<file path="src/rtl/fp_serial_sign_mag_if.sv">
// Interface for the serial sign/magnitude front end: the serial input stream,
// the output word handshake and the status outputs.
interface fp_serial_sign_mag_if #(
  parameter int unsigned WIDTH = 12
);
  logic             s_valid;
  logic             s_bit;
  logic             s_first;
  logic             m_valid;
  logic             m_ready;
  logic             m_sign;
  logic [WIDTH-2:0] m_mag;
  logic             m_sat;
  logic             frame_err;
  logic [7:0]       drop_cnt;

  modport slave (
    input  s_valid, s_bit, s_first, m_ready,
    output m_valid, m_sign, m_mag, m_sat, frame_err, drop_cnt
  );

  modport master (
    output s_valid, s_bit, s_first, m_ready,
    input  m_valid, m_sign, m_mag, m_sat, frame_err, drop_cnt
  );
endinterface

</file>
<file path="src/rtl/fp_serial_sign_mag.sv">
// Deserialises MSB-first two's-complement samples and converts each one to
// sign/magnitude (clamping the most-negative value), queued in a FWFT FIFO.
module fp_serial_sign_mag #(
  parameter int unsigned WIDTH = 12,
  parameter int unsigned DEPTH = 2
) (
  input logic                clk,
  input logic                rst,
  fp_serial_sign_mag_if.slave bus
);
  localparam int unsigned AW = $clog2(DEPTH);
  localparam int unsigned CW = $clog2(WIDTH + 1);

  typedef enum logic {IDLE, RECV} state_t;

  typedef struct packed {
    logic             sign;
    logic [WIDTH-2:0] mag;
    logic             sat;
  } entry_t;

  state_t           state_q;
  logic [CW-1:0]    cnt_q;
  logic [WIDTH-2:0] sh_q;
  logic             frame_err_q;

  logic [WIDTH-1:0] word_d;
  logic [WIDTH-1:0] neg_d;
  logic             done_d;
  entry_t           entry_d;

  entry_t           mem_q [DEPTH];
  logic [AW:0]      wptr_q;
  logic [AW:0]      rptr_q;
  logic [7:0]       drop_cnt_q;

  logic             empty;
  logic             full;
  logic             pop;
  logic             push_ok;
  logic             drop;
  entry_t           head;

  always_comb begin
    word_d        = {sh_q, bus.s_bit};
    neg_d         = -word_d;
    done_d        = (state_q == RECV) && bus.s_valid && !bus.s_first
                    && (cnt_q == CW'(WIDTH - 1));
    entry_d.sign  = word_d[WIDTH-1];
    // -2^(WIDTH-1) has no positive counterpart; its negation wraps back to itself.
    entry_d.sat   = word_d[WIDTH-1] && (word_d[WIDTH-2:0] == '0);
    if (entry_d.sat) begin
      entry_d.mag = '1;
    end else if (entry_d.sign) begin
      entry_d.mag = neg_d[WIDTH-2:0];
    end else begin
      entry_d.mag = word_d[WIDTH-2:0];
    end
  end

  always_ff @(posedge clk) begin
    if (rst) begin
      state_q     <= IDLE;
      cnt_q       <= '0;
      sh_q        <= '0;
      frame_err_q <= 1'b0;
    end else begin
      frame_err_q <= 1'b0;
      if (bus.s_valid) begin
        if (bus.s_first) begin
          frame_err_q <= (state_q == RECV);
          sh_q        <= (WIDTH-1)'(bus.s_bit);
          cnt_q       <= CW'(1);
          state_q     <= RECV;
        end else if (state_q == IDLE) begin
          frame_err_q <= 1'b1;
        end else if (done_d) begin
          cnt_q       <= '0;
          state_q     <= IDLE;
        end else begin
          sh_q        <= word_d[WIDTH-2:0];
          cnt_q       <= cnt_q + CW'(1);
        end
      end
    end
  end

  always_comb begin
    empty   = (wptr_q == rptr_q);
    full    = (wptr_q[AW] != rptr_q[AW]) && (wptr_q[AW-1:0] == rptr_q[AW-1:0]);
    pop     = !empty && bus.m_ready;
    push_ok = done_d && (!full || pop);
    drop    = done_d && full && !pop;
    head    = mem_q[rptr_q[AW-1:0]];
  end

  always_ff @(posedge clk) begin
    if (rst) begin
      wptr_q     <= '0;
      rptr_q     <= '0;
      drop_cnt_q <= '0;
    end else begin
      if (pop) begin
        rptr_q <= rptr_q + (AW+1)'(1);
      end
      if (push_ok) begin
        wptr_q <= wptr_q + (AW+1)'(1);
      end
      if (drop && (drop_cnt_q != 8'hFF)) begin
        drop_cnt_q <= drop_cnt_q + 8'd1;
      end
    end
  end

  always_ff @(posedge clk) begin
    if (!rst && push_ok) begin
      mem_q[wptr_q[AW-1:0]] <= entry_d;
    end
  end

  assign bus.m_valid   = !empty;
  assign bus.m_sign    = !empty && head.sign;
  assign bus.m_mag     = empty ? '0 : head.mag;
  assign bus.m_sat     = !empty && head.sat;
  assign bus.frame_err = frame_err_q;
  assign bus.drop_cnt  = drop_cnt_q;
endmodule

</file>
<file path="src/flat_wrapper.sv">
// flat-port wrapper written by rule: the top's interface ports become plain ports
module fp_serial_sign_mag_flat 
#(
  parameter int unsigned WIDTH = 12,
  parameter int unsigned DEPTH = 2
)
  (clk, rst, bus_s_valid, bus_s_bit, bus_s_first, bus_m_ready, bus_m_valid, bus_m_sign, bus_m_mag, bus_m_sat, bus_frame_err, bus_drop_cnt);
  fp_serial_sign_mag_if #(.WIDTH(WIDTH)) bus_i ();
  input logic clk;
  input logic rst;
  input wire logic [$bits(bus_i.s_valid)-1:0] bus_s_valid;
  input wire logic [$bits(bus_i.s_bit)-1:0] bus_s_bit;
  input wire logic [$bits(bus_i.s_first)-1:0] bus_s_first;
  input wire logic [$bits(bus_i.m_ready)-1:0] bus_m_ready;
  output wire logic [$bits(bus_i.m_valid)-1:0] bus_m_valid;
  output wire logic [$bits(bus_i.m_sign)-1:0] bus_m_sign;
  output wire logic [$bits(bus_i.m_mag)-1:0] bus_m_mag;
  output wire logic [$bits(bus_i.m_sat)-1:0] bus_m_sat;
  output wire logic [$bits(bus_i.frame_err)-1:0] bus_frame_err;
  output wire logic [$bits(bus_i.drop_cnt)-1:0] bus_drop_cnt;
  assign bus_i.s_valid = bus_s_valid;
  assign bus_i.s_bit = bus_s_bit;
  assign bus_i.s_first = bus_s_first;
  assign bus_i.m_ready = bus_m_ready;
  assign bus_m_valid = bus_i.m_valid;
  assign bus_m_sign = bus_i.m_sign;
  assign bus_m_mag = bus_i.m_mag;
  assign bus_m_sat = bus_i.m_sat;
  assign bus_frame_err = bus_i.frame_err;
  assign bus_drop_cnt = bus_i.drop_cnt;
  fp_serial_sign_mag #(.WIDTH(WIDTH), .DEPTH(DEPTH)) u_core (.clk(clk), .rst(rst), .bus(bus_i));
endmodule
</file>
<file path="config.mk">
export PLATFORM = sky130hd
export DESIGN_NAME = fp_serial_sign_mag_flat
export DESIGN_NICKNAME = d
export VERILOG_FILES = /design/src/rtl/fp_serial_sign_mag_if.sv /design/src/rtl/fp_serial_sign_mag.sv /design/src/flat_wrapper.sv
export SDC_FILE = /design/constraint.sdc
export NUM_CORES = 1
export LEC_CHECK = 0
export ABC_CLOCK_PERIOD_IN_PS = 4500
export CORE_MARGIN = 2
export CORE_UTILIZATION = 35
export DETAILED_ROUTE_END_ITERATION = 10
export PLACE_DENSITY_LB_ADDON = 0.08
export SKIP_CTS_REPAIR_TIMING = 1
export SLEW_MARGIN = 20
export SYNTH_ARGS = -nofsm -noshare
export SYNTH_HDL_FRONTEND = slang
export SYNTH_SLANG_ARGS = --single-unit
export TNS_END_PERCENT = 100
</file>
<file path="constraint.sdc">
create_clock -name clk -period 4.5 [get_ports clk]
set_input_delay 0.9 -clock clk [delete_from_list [all_inputs] [get_ports clk]]
set_output_delay 0.9 -clock clk [all_outputs]
set_load 0.03 [all_outputs]
</file>
# Word level (Yosys, flattened, before mapping)
# Memory sizes are Yosys's and may differ from the RTL's. A register that Yosys moved wholly into a read port is not among the register bits.
# Cells that the tools add are included.
[word_totals]
register_bits = 29
ram_bits = 26
in_bits = 6
output_inout_bits = 23
elab_cells = 62
mem_count = 1
[op_classes]
add_sub_neg = 5
n_eq_ne = 6
n_mux = 18
n_bitwise = 1
n_reduce_logical = 24
[memory_table]
columns = ["name", "words", "width", "read_ports", "rd_clocked_by_memory_dff", "write_ports", "line_no", "rtl"]
rows = [
  ["u_core.mem_q", 2, 13, 1, 1, 1, "fp_serial_sign_mag.sv:32", "entry_t mem_q [DEPTH];"],
]
[op_table]
columns = ["op", "count"]
rows = [
  ["2-to-1 mux 11 bit", 6],
  ["logical AND 1 bit", 13],
  ["2-to-1 mux 4 bit", 3],
  ["logical NOT 11 bit", 1],
  ["negation 11 bit", 1],
  ["2-to-1 mux 1 bit", 9],
  ["adder 8 x 1 -> 8 bit, second input constant", 1],
  ["inequality test 8 bit, second input constant", 1],
  ["logical NOT 1 bit", 5],
  ["adder 2 x 1 -> 2 bit, second input constant", 2],
  ["adder 4 x 1 -> 4 bit, second input constant", 1],
  ["== test 4 bit, second input constant", 1],
  ["AND reduction 3 bit", 1],
  ["== test 2 bit", 1],
  ["inequality test 2 bit, second input constant", 1],
  ["AND reduction 2 bit", 1],
  ["nonzero test 2 bit", 1],
  ["OR reduction 2 bit", 1],
  ["== test 1 bit", 1],
  ["logical OR 1 bit", 1],
  ["inequality test 1 bit", 1],
  ["inverter 1 bit", 1],
]

# Depth between registers and ports, before layout
# Gate-level depths: netlist of run 1.
[depth]
depth_word = 8
mapped_depth = 9
mapped_depth_nobuf = 6

# Worst setup path before layout of run 1
# Ideal clock, no wire load.
[synth_timing]
path_kind = "input to register"
from = "input port bus_s_first"
to = "memory u_core.mem_q[1][0] (netlist bit) (enable)"
setup_time_ns = 0.417
t_arrival_ns = 3.169
t_required_ns = 4.083
slack_ns = 0.914
stages = 5
n_path_buf = 3
cell_sequence = "buf_6 or3_2 clkbuf_1 clkbuf_1 nor4_1"
[synth_via]
elab_chain_len = 7
[synth_rtl]
columns = ["element", "line_no", "rtl"]
rows = [
  ["start: declaration", "flat_wrapper.sv:13", "input wire logic [$bits(bus_i.s_first)-1:0] bus_s_first;"],
  ["logical NOT 1 bit", "fp_serial_sign_mag.sv:47", "done_d = (state_q == RECV) && bus.s_valid && !bus.s_first"],
  ["logical AND 1 bit", "fp_serial_sign_mag.sv:47", ""],
  ["logical AND 1 bit", "fp_serial_sign_mag.sv:48", "&& (cnt_q == CW'(WIDTH - 1));"],
  ["logical AND 1 bit", "fp_serial_sign_mag.sv:92", "push_ok = done_d && (!full || pop);"],
  ["logical AND 1 bit", "fp_serial_sign_mag.sv:116", "if (!rst && push_ok) begin"],
  ["2-to-1 mux 1 bit", "fp_serial_sign_mag.sv:116", ""],
  ["2-to-1 mux 1 bit (not written as such)", "fp_serial_sign_mag.sv:117", "mem_q[wptr_q[AW-1:0]] <= entry_d;"],
  ["end: declaration", "fp_serial_sign_mag.sv:32", ""],
]
# Every way passes these cells.

==> impl_results.md, run 1 <==
* Layout net count at 297
* Placed cell area at 0.00302 mm2
* Layout cells sized above 1 at 0.0764
* Largest family of logic cells by synthesized area: simple AND/OR/NAND/NOR gates
* Overflow after GRT at 0
* Die Y at 90.8 um
* Simple-gate share of the synthesized area at 0.183
* CP required at 3.60 ns
* FILL cells at 752
* Syn-to-layout area delta at 18.2%
* Max frequency at 323 MHz
* GR Util met3 at 0.0292
* Vias at 2006
* Placer Congestion at 0.808
* Mux contribution to synthesized area at 0.0650
* Global Route met2 Usage at 0.213
* Number of detailed-route iterations in the first pass at 4
* Port buffer count at 28
* Count leader, synth: dfxtp_1
* Number of synthesis warnings at 0
* Max VDD drop at 145 uV
* Net Count, Synth at 273
* Detailed placer's ending HPWL at 3.64 mm
* Slew Limit Fails at 0
* WL/cell at 13.9 um
* Global-route wire length before repair at 9.26 mm
* Setup TNS Final at 0 ns
* Final Hold Vio Count at 0
* Crit. End Element: output pin
* XOR/XNOR share of the synthesized area at 0.0299
* Endpoints failing setup at 0
* Cell variety after synth at 43
* Yosys top cell area share at 0.296
* N_diodes at 0
* FFs w/ async S/R, synth at 0
* Total track usage at 0.138
* Compound-Gate Fraction of Synth Area at 0.131
* Initial core utilization at 0.362
* Crit path launch type: flip-flop
* Post-route ant nets at 0
* Worst Hold Class: reg2reg
* Hold depth at 2
* Leakage at 1.07 nW
* Mapped Cells at 263
* Core footprint at 0.00729 mm2
* Drt initial violations at 110
* Final wirelength at 5.37 mm
* Clk pin slew, worst setup/hold paths at 0.10 ns
* Unrepaired setup endpoints after global routing: no
* Rows at 31
* Reg2Reg Depth at 5
* # H-tree levels at 2
* Design area at 0.00312 mm2
* Die width at 90.8 um
* Yosys top cell by area: edfxtp_1
* PD cells at 277 mW/mm2
* Slew HR at 0.395
* Synthesized-area fraction occupied by adder cells at 0.0190
* Register area share after synthesis at 0.523
* Worst Setup Path Type: reg2out
* Clock skew at 0.00577 ns
* Clk root buf: clkbuf_8
* Antenna violations before repair at 0
* Mapped Area at 0.00264 mm2
* Worst-Margin Slew at 0.905 ns
* Power consumption at 863 uW
* DRC violations left at 0
* Busiest grt layer: met2
* DR vias/cell at 5.18
* Largest cells by area after synthesis: edfxtp_1, dfxtp_1, mux2i_1, nor2_1, nand2_1
* CTS tree: done
* Total die area at 0.00825 mm2
* Clk_lat worst skew at 0.30 ns
* GR met1 Demand/Resource at 0.194
* Io pins at 29
* Minimum clock period after layout at 3.10 ns
* Seq cells post-synth at 56
* Outcome: finished clean
* Critical path peak fanout at 13
* Vias in the first global route at 1860
* Top_reg_cell synth: dfxtp_1
* Num Clock Sinks at 56
* CTS buffer count at 5
* Tcrit/Tclk final at 0.689
* Synth cell count leaders: dfxtp_1, edfxtp_1, nor2_1
* Clock tree buffer depth at 2
* Arr. time, crit path at 2.20 ns
* Largest net degree at the start of global routing at 25
* Max-cap violations at 0
* Syn Area/Cell at 10.0 um2
* Post-synth EDFFs at 26
registers in the layout (all words and copies together), names as in the netlist, named ones only:
register and count:
u_core.mem_q 26, u_core.sh_q 11, u_core.bus.drop_cnt 8, u_core.cnt_q 4
u_core.rptr_q 2, u_core.wptr_q 2, u_core.bus.frame_err 1, u_core.state_q 1
per-layer routing:
metal,vias up,part of all wire
met5,-,0
li1,1012,-
met1,968,0.52
met4,0,0.013
met3,4,0.026
met2,22,0.45
cell type report:
| cell class | count | area, um2 | area share |
|---|---|---|---|
| clock inverter | 1 | 7.51 | 0.00241 |
| inverter | 13 | 48.8 | 0.0157 |
| timing repair buffer | 34 | 325 | 0.104 |
| multi-input combinational | 177 | 1140 | 0.366 |
| clock buffer | 7 | 90.1 | 0.0289 |
| sequential | 56 | 1380 | 0.443 |
| tap | 99 | 124 | 0.0397 |
report_power, final:
part	switching, mW	internal [mW]
Clock	0.160	0.132
Combinational	0.0242	0.0145
Sequential	0.00250	0.531
cell usage in the layout (no fill, tap or decap), drive strengths merged, types with 3 or more instances in the layout:
cell	count
nand4	13
nor2	25
or2	3
o311ai	4
nor4	4
nor3	4
o41ai	5
clkdlybuf4s50	28
mux2i	16
inv	13
a21oi	17
buf	6
xor2	8
and3	3
o31ai	5
nand2	23
ha	4
clkbuf	7
o21ai	7
edfxtp	26
o211ai	6
dfxtp	30
or3	3
nand3	3
or4	4
path summary, 6_finish.rpt:
kind | start | end | slack [ns]
worst max-delay path | flip-flop | bus_m_mag[10] | 1.40
worst min-delay path | u_core.sh_q[9]$_SDFFE_PP0P_ | u_core.sh_q[9]$_SDFFE_PP0P_ | 0.51
worst max register to register | u_core.cnt_q[0]$_SDFFE_PP0P_ | u_core.bus.drop_cnt[0]$_SDFFE_PP0P_ | 2.11
worst min register to register | u_core.sh_q[9]$_SDFFE_PP0P_ | u_core.sh_q[9]$_SDFFE_PP0P_ | 0.51
logic make-up (layout without fill, tap and decap cells):
group | after synthesis | count (layout)
compound gates | 52 | 52
xor+xnor | 9 | 9
fa+ha+maj | 4 | 4
buf+inv | 30 | 55
flops | 56 | 56
mux | 17 | 17
simple gates | 95 | 95
worst max-delay path: stages (launching register included):
cell,delay (ns)
dfxtp_1,0.87
mux2i_1,0.16
nor2_1,0.17
clkdlybuf4s50_1,0.69
metrics by stage:
step	worst slack, ns	instances	hold slack, ns	utilization
floorplan	0.914	263	0.468	-
global placement	1.24	379	0.486	0.414
detailed placement	1.24	379	0.495	0.414
CTS	1.34	387	0.507	0.428
global route	1.27	387	0.550	0.428
finish	1.40	387	0.508	0.428
No activity file was read; power rests on OpenSTA's default activity.
==> run 2, diff against run 1 <==
--- a/config.mk
+++ b/config.mk
@@ -5,7 +5,7 @@
 export SDC_FILE = /design/constraint.sdc
 export NUM_CORES = 1
 export LEC_CHECK = 0
-export ABC_CLOCK_PERIOD_IN_PS = 4500
+export ABC_CLOCK_PERIOD_IN_PS = 2900
 export CORE_MARGIN = 2
 export CORE_UTILIZATION = 35
 export DETAILED_ROUTE_END_ITERATION = 10
==> constraint.sdc (replaced) <==
create_clock -name clk -period 2.9 [get_ports clk]
set_input_delay 0.58 -clock clk [delete_from_list [all_inputs] [get_ports clk]]
set_output_delay 0.58 -clock clk [all_outputs]
set_load 0.03 [all_outputs]
==> run 2 against run 1 <==
Flip-flop and latch count stayed put. Non-clock buffer count is 6 higher. Final area is 1.2% higher. Highest routed layer unchanged. Critical endpoint is now bus_m_mag[2]. First-iteration DRC count is 1.8% higher. Clock power is 41% higher. Combinational power is 64% higher. Final cell count is 1.6% higher. Setup slack worse by 1.1 ns.
==> impl_results.md, run 2 (synthesis results as in run 1) <==
* Total track usage at 0.139
* Clk_lat worst skew at 0.31 ns
* FF-to-FF End: u_core.bus.drop_cnt[4]$_SDFFE_PP0P_
* Io pins at 29
* Die Y at 90.8 um
* Hold Path End: u_core.sh_q[9]$_SDFFE_PP0P_
* Worst Hold Class: reg2reg
* Clock share of power at 0.316
* Total die area at 0.00825 mm2
* DRC violations left at 0
* Non-filler cells, final at 393
* Layout net count at 303
* Overflow after GRT at 0
* Syn-to-layout area delta at 19.6%
* Placer Congestion at 0.794
* Detailed placer's ending HPWL at 3.81 mm
* Critical path peak fanout at 14
* Clock skew at 0.00829 ns
* Worst Setup Path Type: reg2out
* CTS buffer count at 5
* Max VDD drop at 190 uV
* Post-route ant nets at 0
* Port buffer count at 28
* Clk root buf: clkbuf_8
* Most common cell after layout, fill and taps aside: dfxtp_1
* Number of detailed-route iterations in the first pass at 4
* FF/Latch Area at 0.00138 mm2
* Drt initial violations at 112
* PD cells at 412 mW/mm2
* Slew Limit Fails at 0
* Num Clock Sinks at 56
* Crit path launch type: flip-flop
* Crit. End Element: output pin
* Switching Share at 0.222
* Arr. time, crit path at 2.06 ns
* Final wirelength at 5.38 mm
* Antenna violations before repair at 0
* Crit-path max cell delay at 0.68 ns
* Critical Path Slowest Stage Cell: clkdlybuf4s50_1
* Unrepaired setup endpoints after global routing: no
* Vias at 2008
* Rows at 31
* CP Cell Sequence: xor2_1 -> nor2_4 -> nor2_1 -> clkdlybuf4s50_1
* Max reg flops at 26
* Layout cells sized above 1 at 0.0952
* Final Hold Vio Count at 0
* Core footprint at 0.00729 mm2
* Logic pwr share at 0.049
* Clk pin slew, worst setup/hold paths at 0.09 ns
* Clock tree buffer depth at 2
* Endpoints failing setup at 0
* CP required at 2.32 ns
* R2R setup slack at 0.52 ns
* Global-route wire length before repair at 9.27 mm
* DR vias/cell at 5.11
* CTS tree: done
* # H-tree levels at 2
* Net Switching at 288 uW
* Leakage at 1.09 nW
* Hold depth at 2
* Placed Cells at 385
* WL/cell at 13.7 um
* Worst-Margin Slew at 0.656 ns
* N_diodes at 0
* Minimum clock period after layout at 2.64 ns
* P_int at 1.01 mW
* R2R Path Start: u_core.cnt_q[0]$_SDFFE_PP0P_
* Commonest non-fill, non-tap cells in the layout: dfxtp_1, clkdlybuf4s50_1, edfxtp_1
* Outcome: finished clean
* Slew HR at 0.560
* Area of the multi-input gates at 0.00115 mm2
* Reg2Reg Depth at 5
* Max frequency at 378 MHz
* Vias in the first global route at 1893
* Largest net degree at the start of global routing at 18
* CP bufs+invs at 1
* Hold_sp: u_core.sh_q[9]$_SDFFE_PP0P_
* Die width at 90.8 um
* Sequential power share at 0.636
* Fin Hold WS at 0.515 ns
* Max-cap violations at 0
* Worst path depth at 4
* Tcrit/Tclk final at 0.912
* Initial core utilization at 0.362
* Crit path max-delay family: buffers and inverters
* FILL cells at 742
==> run 2: cell count changes in the layout (fill, tap and decap cells not counted), sizes merged <==
cell    delta
buf        +6
clkbuf     -2
clkinv     +2
==> run 2: power by group through the flow <==
stage / Clock (mW) / Sequential (mW) / Combinational [mW]
floorplan: 0 / 0.846 / 0.0371
global placement: 0 / 0.845 / 0.0637
detailed placement: 0 / 0.845 / 0.0634
CTS: 0.428 / 0.827 / 0.0637
global route: 0.467 / 0.828 / 0.0704
finish: 0.411 / 0.827 / 0.0635
==> run 2: worst max-delay path by stage <==
| stage | startpoint | endpoint |
|---|---|---|
| after floorplan | bus_s_first | u_core.mem_q[1][0]$_DFFE_PP_ |
| after global placement | bus_s_first | u_core.bus.drop_cnt[4]$_SDFFE_PP0P_ |
| after detailed placement | bus_s_first | u_core.bus.drop_cnt[4]$_SDFFE_PP0P_ |
| after CTS | u_core.wptr_q[1]$_SDFFE_PP0P_ | bus_m_mag[9] |
| after global routing | u_core.wptr_q[0]$_SDFFE_PP0P_ | bus_m_mag[9] |
| final | u_core.wptr_q[0]$_SDFFE_PP0P_ | bus_m_mag[2] |
==> run 2: final cells by class <==
type | count | share of cell area
Tap cell | 99 | 0.0393
Timing Repair Buffer | 40 | 0.117
Multi-Input combinational cell | 177 | 0.364
Sequential cell | 56 | 0.438
Clock inverter | 3 | 0.00436
Inverter | 13 | 0.0155
Clock buffer | 5 | 0.0218
==> run 2: routing by layer <==
| layer | part of all wire | GRT usage |
|---|---|---|
| met3 | 0.032 | 0.0267 |
| met4 | 0.017 | 0.0530 |
| met2 | 0.44 | 0.220 |
| met1 | 0.51 | 0.187 |
| met5 | 0 | 0 |
==> run 2: worst register-to-register path, stage by stage, from the launching register on <==
cell and delay [ns]:
dfxtp_1 0.40, ha_1 0.20, or3b_1 0.40, or4_1 0.70, buf_4 0.24, o41ai_1 0.34
==> run 2: stage by stage <==
stage	utilization	total power, mW	setup slack (ns)	area (um2)	TNS [ns]
3_5_place_dp	0.420	0.908	0.117	3070	0
2_1_floorplan	-	0.883	0.151	2650	0
3_3_place_gp	0.420	0.909	0.156	3070	0
6_report	0.433	1.30	0.256	3160	0
4_1_cts	0.432	1.32	-0.238	3150	-2.92
5_1_grt	0.433	1.36	0.0955	3160	0
==> run 3, diff against run 2 <==
--- a/config.mk
+++ b/config.mk
@@ -9,6 +9,7 @@
 export CORE_MARGIN = 2
 export CORE_UTILIZATION = 35
 export DETAILED_ROUTE_END_ITERATION = 10
+export GPL_TIMING_DRIVEN = 0
 export PLACE_DENSITY_LB_ADDON = 0.08
 export SKIP_CTS_REPAIR_TIMING = 1
 export SLEW_MARGIN = 20
==> run 3 against run 2 <==
Flip-flop and latch count did not move. Highest routed layer unchanged. Critical path type is now in2reg. Global-route usage up 0.31 points. Sequential share of layout area fell by 0.98 points. Core utilization rose by 1.0 points. Hold slack improved by 0.0037 ns. Non-clock buffer count rose by 7. Count of clock-buffer cells in the layout is 1 higher. Die area stayed put. First-iteration DRC count fell by 23%.
==> impl_results.md, run 3 (synthesis results as in run 1) <==
* Critical Path Slowest Stage Cell: clkdlybuf4s50_1
* Max VDD drop at 239 uV
* Most common cell after layout, fill and taps aside: dfxtp_1
* Clk_lat worst skew at 0.31 ns
* Rows at 31
* WL/cell at 13.7 um
* Largest net degree at the start of global routing at 17
* FF/Latch Area at 0.00138 mm2
* Arr. time, crit path at 2.79 ns
* Number of detailed-route iterations in the first pass at 4
* PD cells at 434 mW/mm2
* Global-route wire length before repair at 9.58 mm
* Layout cells sized above 1 at 0.0897
* Worst path depth at 7
* Total track usage at 0.142
* Placed cell area at 0.00308 mm2
* Max-cap violations at 0
* Clock tree buffer depth at 2
* Drt initial violations at 86
* Minimum clock period after layout at 2.77 ns
* FILL cells at 744
* Worst Setup Path Type: in2reg
* Crit. End Element: flip-flop
* Unrepaired setup endpoints after global routing: no
* Die width at 90.8 um
* Reg2Reg Depth at 7
* Outcome: finished clean
* CP Cell Sequence: clkdlybuf4s50_1 -> nand4b_1 -> or3_2 -> clkbuf_1 -> clkbuf_2 -> nor4_4 -> buf_4
* Total die area at 0.00825 mm2
* CTS buffer count at 5
* Slew Limit Fails at 0
* Worst-Margin Slew at 0.886 ns
* Clk root buf: clkbuf_8
* Area of the multi-input gates at 0.00117 mm2
* Detailed placer's ending HPWL at 4.00 mm
* Post-route ant nets at 0
* Endpoints failing setup at 0
* Design area at 0.00323 mm2
* Max frequency at 360 MHz
* Layout net count at 310
* Final wirelength at 5.50 mm
* Initial core utilization at 0.362
* CP bufs+invs at 4
* Clock skew at 0.00972 ns
* Antenna violations before repair at 0
* Die Y at 90.8 um
* Core footprint at 0.00729 mm2
* Crit path max-delay family: buffers and inverters
* Vias in the first global route at 1972
* Vias at 2052
* Io pins at 29
* Placer Congestion at 0.787
* Syn-to-layout area delta at 22.3%
* Crit path launch type: input pin
* CP required at 2.91 ns
* CTS tree: done
* Final Hold Vio Count at 0
* Max reg flops at 26
* DR vias/cell at 5.13
* Commonest non-fill, non-tap cells in the layout: dfxtp_1, edfxtp_1, nor2_1
* Num Clock Sinks at 56
* Port buffer count at 27
* Worst Hold Class: reg2reg
* Power consumption at 1.40 mW
* Hold depth at 2
* Tcrit/Tclk final at 0.957
* Leakage at 1.23 nW
* N_diodes at 0
* DRC violations left at 0
* Overflow after GRT at 0
* Crit-path max cell delay at 0.56 ns
* Critical path peak fanout at 10
* Clk pin slew, worst setup/hold paths at 0.09 ns
* Slew HR at 0.405
* # H-tree levels at 2
[run 3: path summary, 6_finish.rpt]
kind,startpoint,to,slack (ns)
max,bus_s_valid,u_core.mem_q[1][9]$_DFFE_PP_,0.13
max reg2reg,u_core.cnt_q[0]$_SDFFE_PP0P_,u_core.mem_q[1][9]$_DFFE_PP_,0.37
min reg2reg,u_core.cnt_q[0]$_SDFFE_PP0P_,u_core.cnt_q[0]$_SDFFE_PP0P_,0.52
min,u_core.cnt_q[0]$_SDFFE_PP0P_,u_core.cnt_q[0]$_SDFFE_PP0P_,0.52
[run 3: where the power goes]
group	leakage, nW	switching (mW)	internal (mW)
Combinational	0.679	0.0402	0.0217
Clock	0.0586	0.248	0.266
Sequential	0.497	0.00332	0.823
Total	1.23	0.291	1.11
[run 3: routing by layer]
layer	track usage	vias to the layer above	share of wire
met3	0.0301	5	0.037
met4	0.0379	0	0.012
met5	0	-	0
met1	0.191	983	0.50
li1	-	1035	-
met2	0.231	29	0.45
[run 3: tightest hold or removal path, stage by stage (launching register included)]
cell	delay, ns
dfxtp_1	0.36
nand2_1	0.07
a21oi_1	0.06
[run 3: layout make-up]
class / instances / share of cell area
sequential: 56 / 0.428
multi-input combinational: 177 / 0.362
timing repair buffer: 30 / 0.0961
tap: 99 / 0.0384
buffer: 17 / 0.0260
clock buffer: 6 / 0.0236
inverter: 13 / 0.0151
clock inverter: 2 / 0.0109
[run 3: per-stage QoR]
stage / worst slack [ns] / TNS [ns] / hold slack (ns) / std cells / util
finish: 0.126 / 0 / 0.519 / 400 / 0.443
global route: 0.00264 / 0 / 0.541 / 400 / 0.443
CTS: -0.216 / -2.89 / 0.515 / 399 / 0.437
detailed placement: -0.430 / -4.73 / 0.501 / 391 / 0.422
global placement: -1.16 / -26.06 / 0.492 / 389 / 0.418
floorplan: 0.151 / 0 / 0.468 / 263 / -
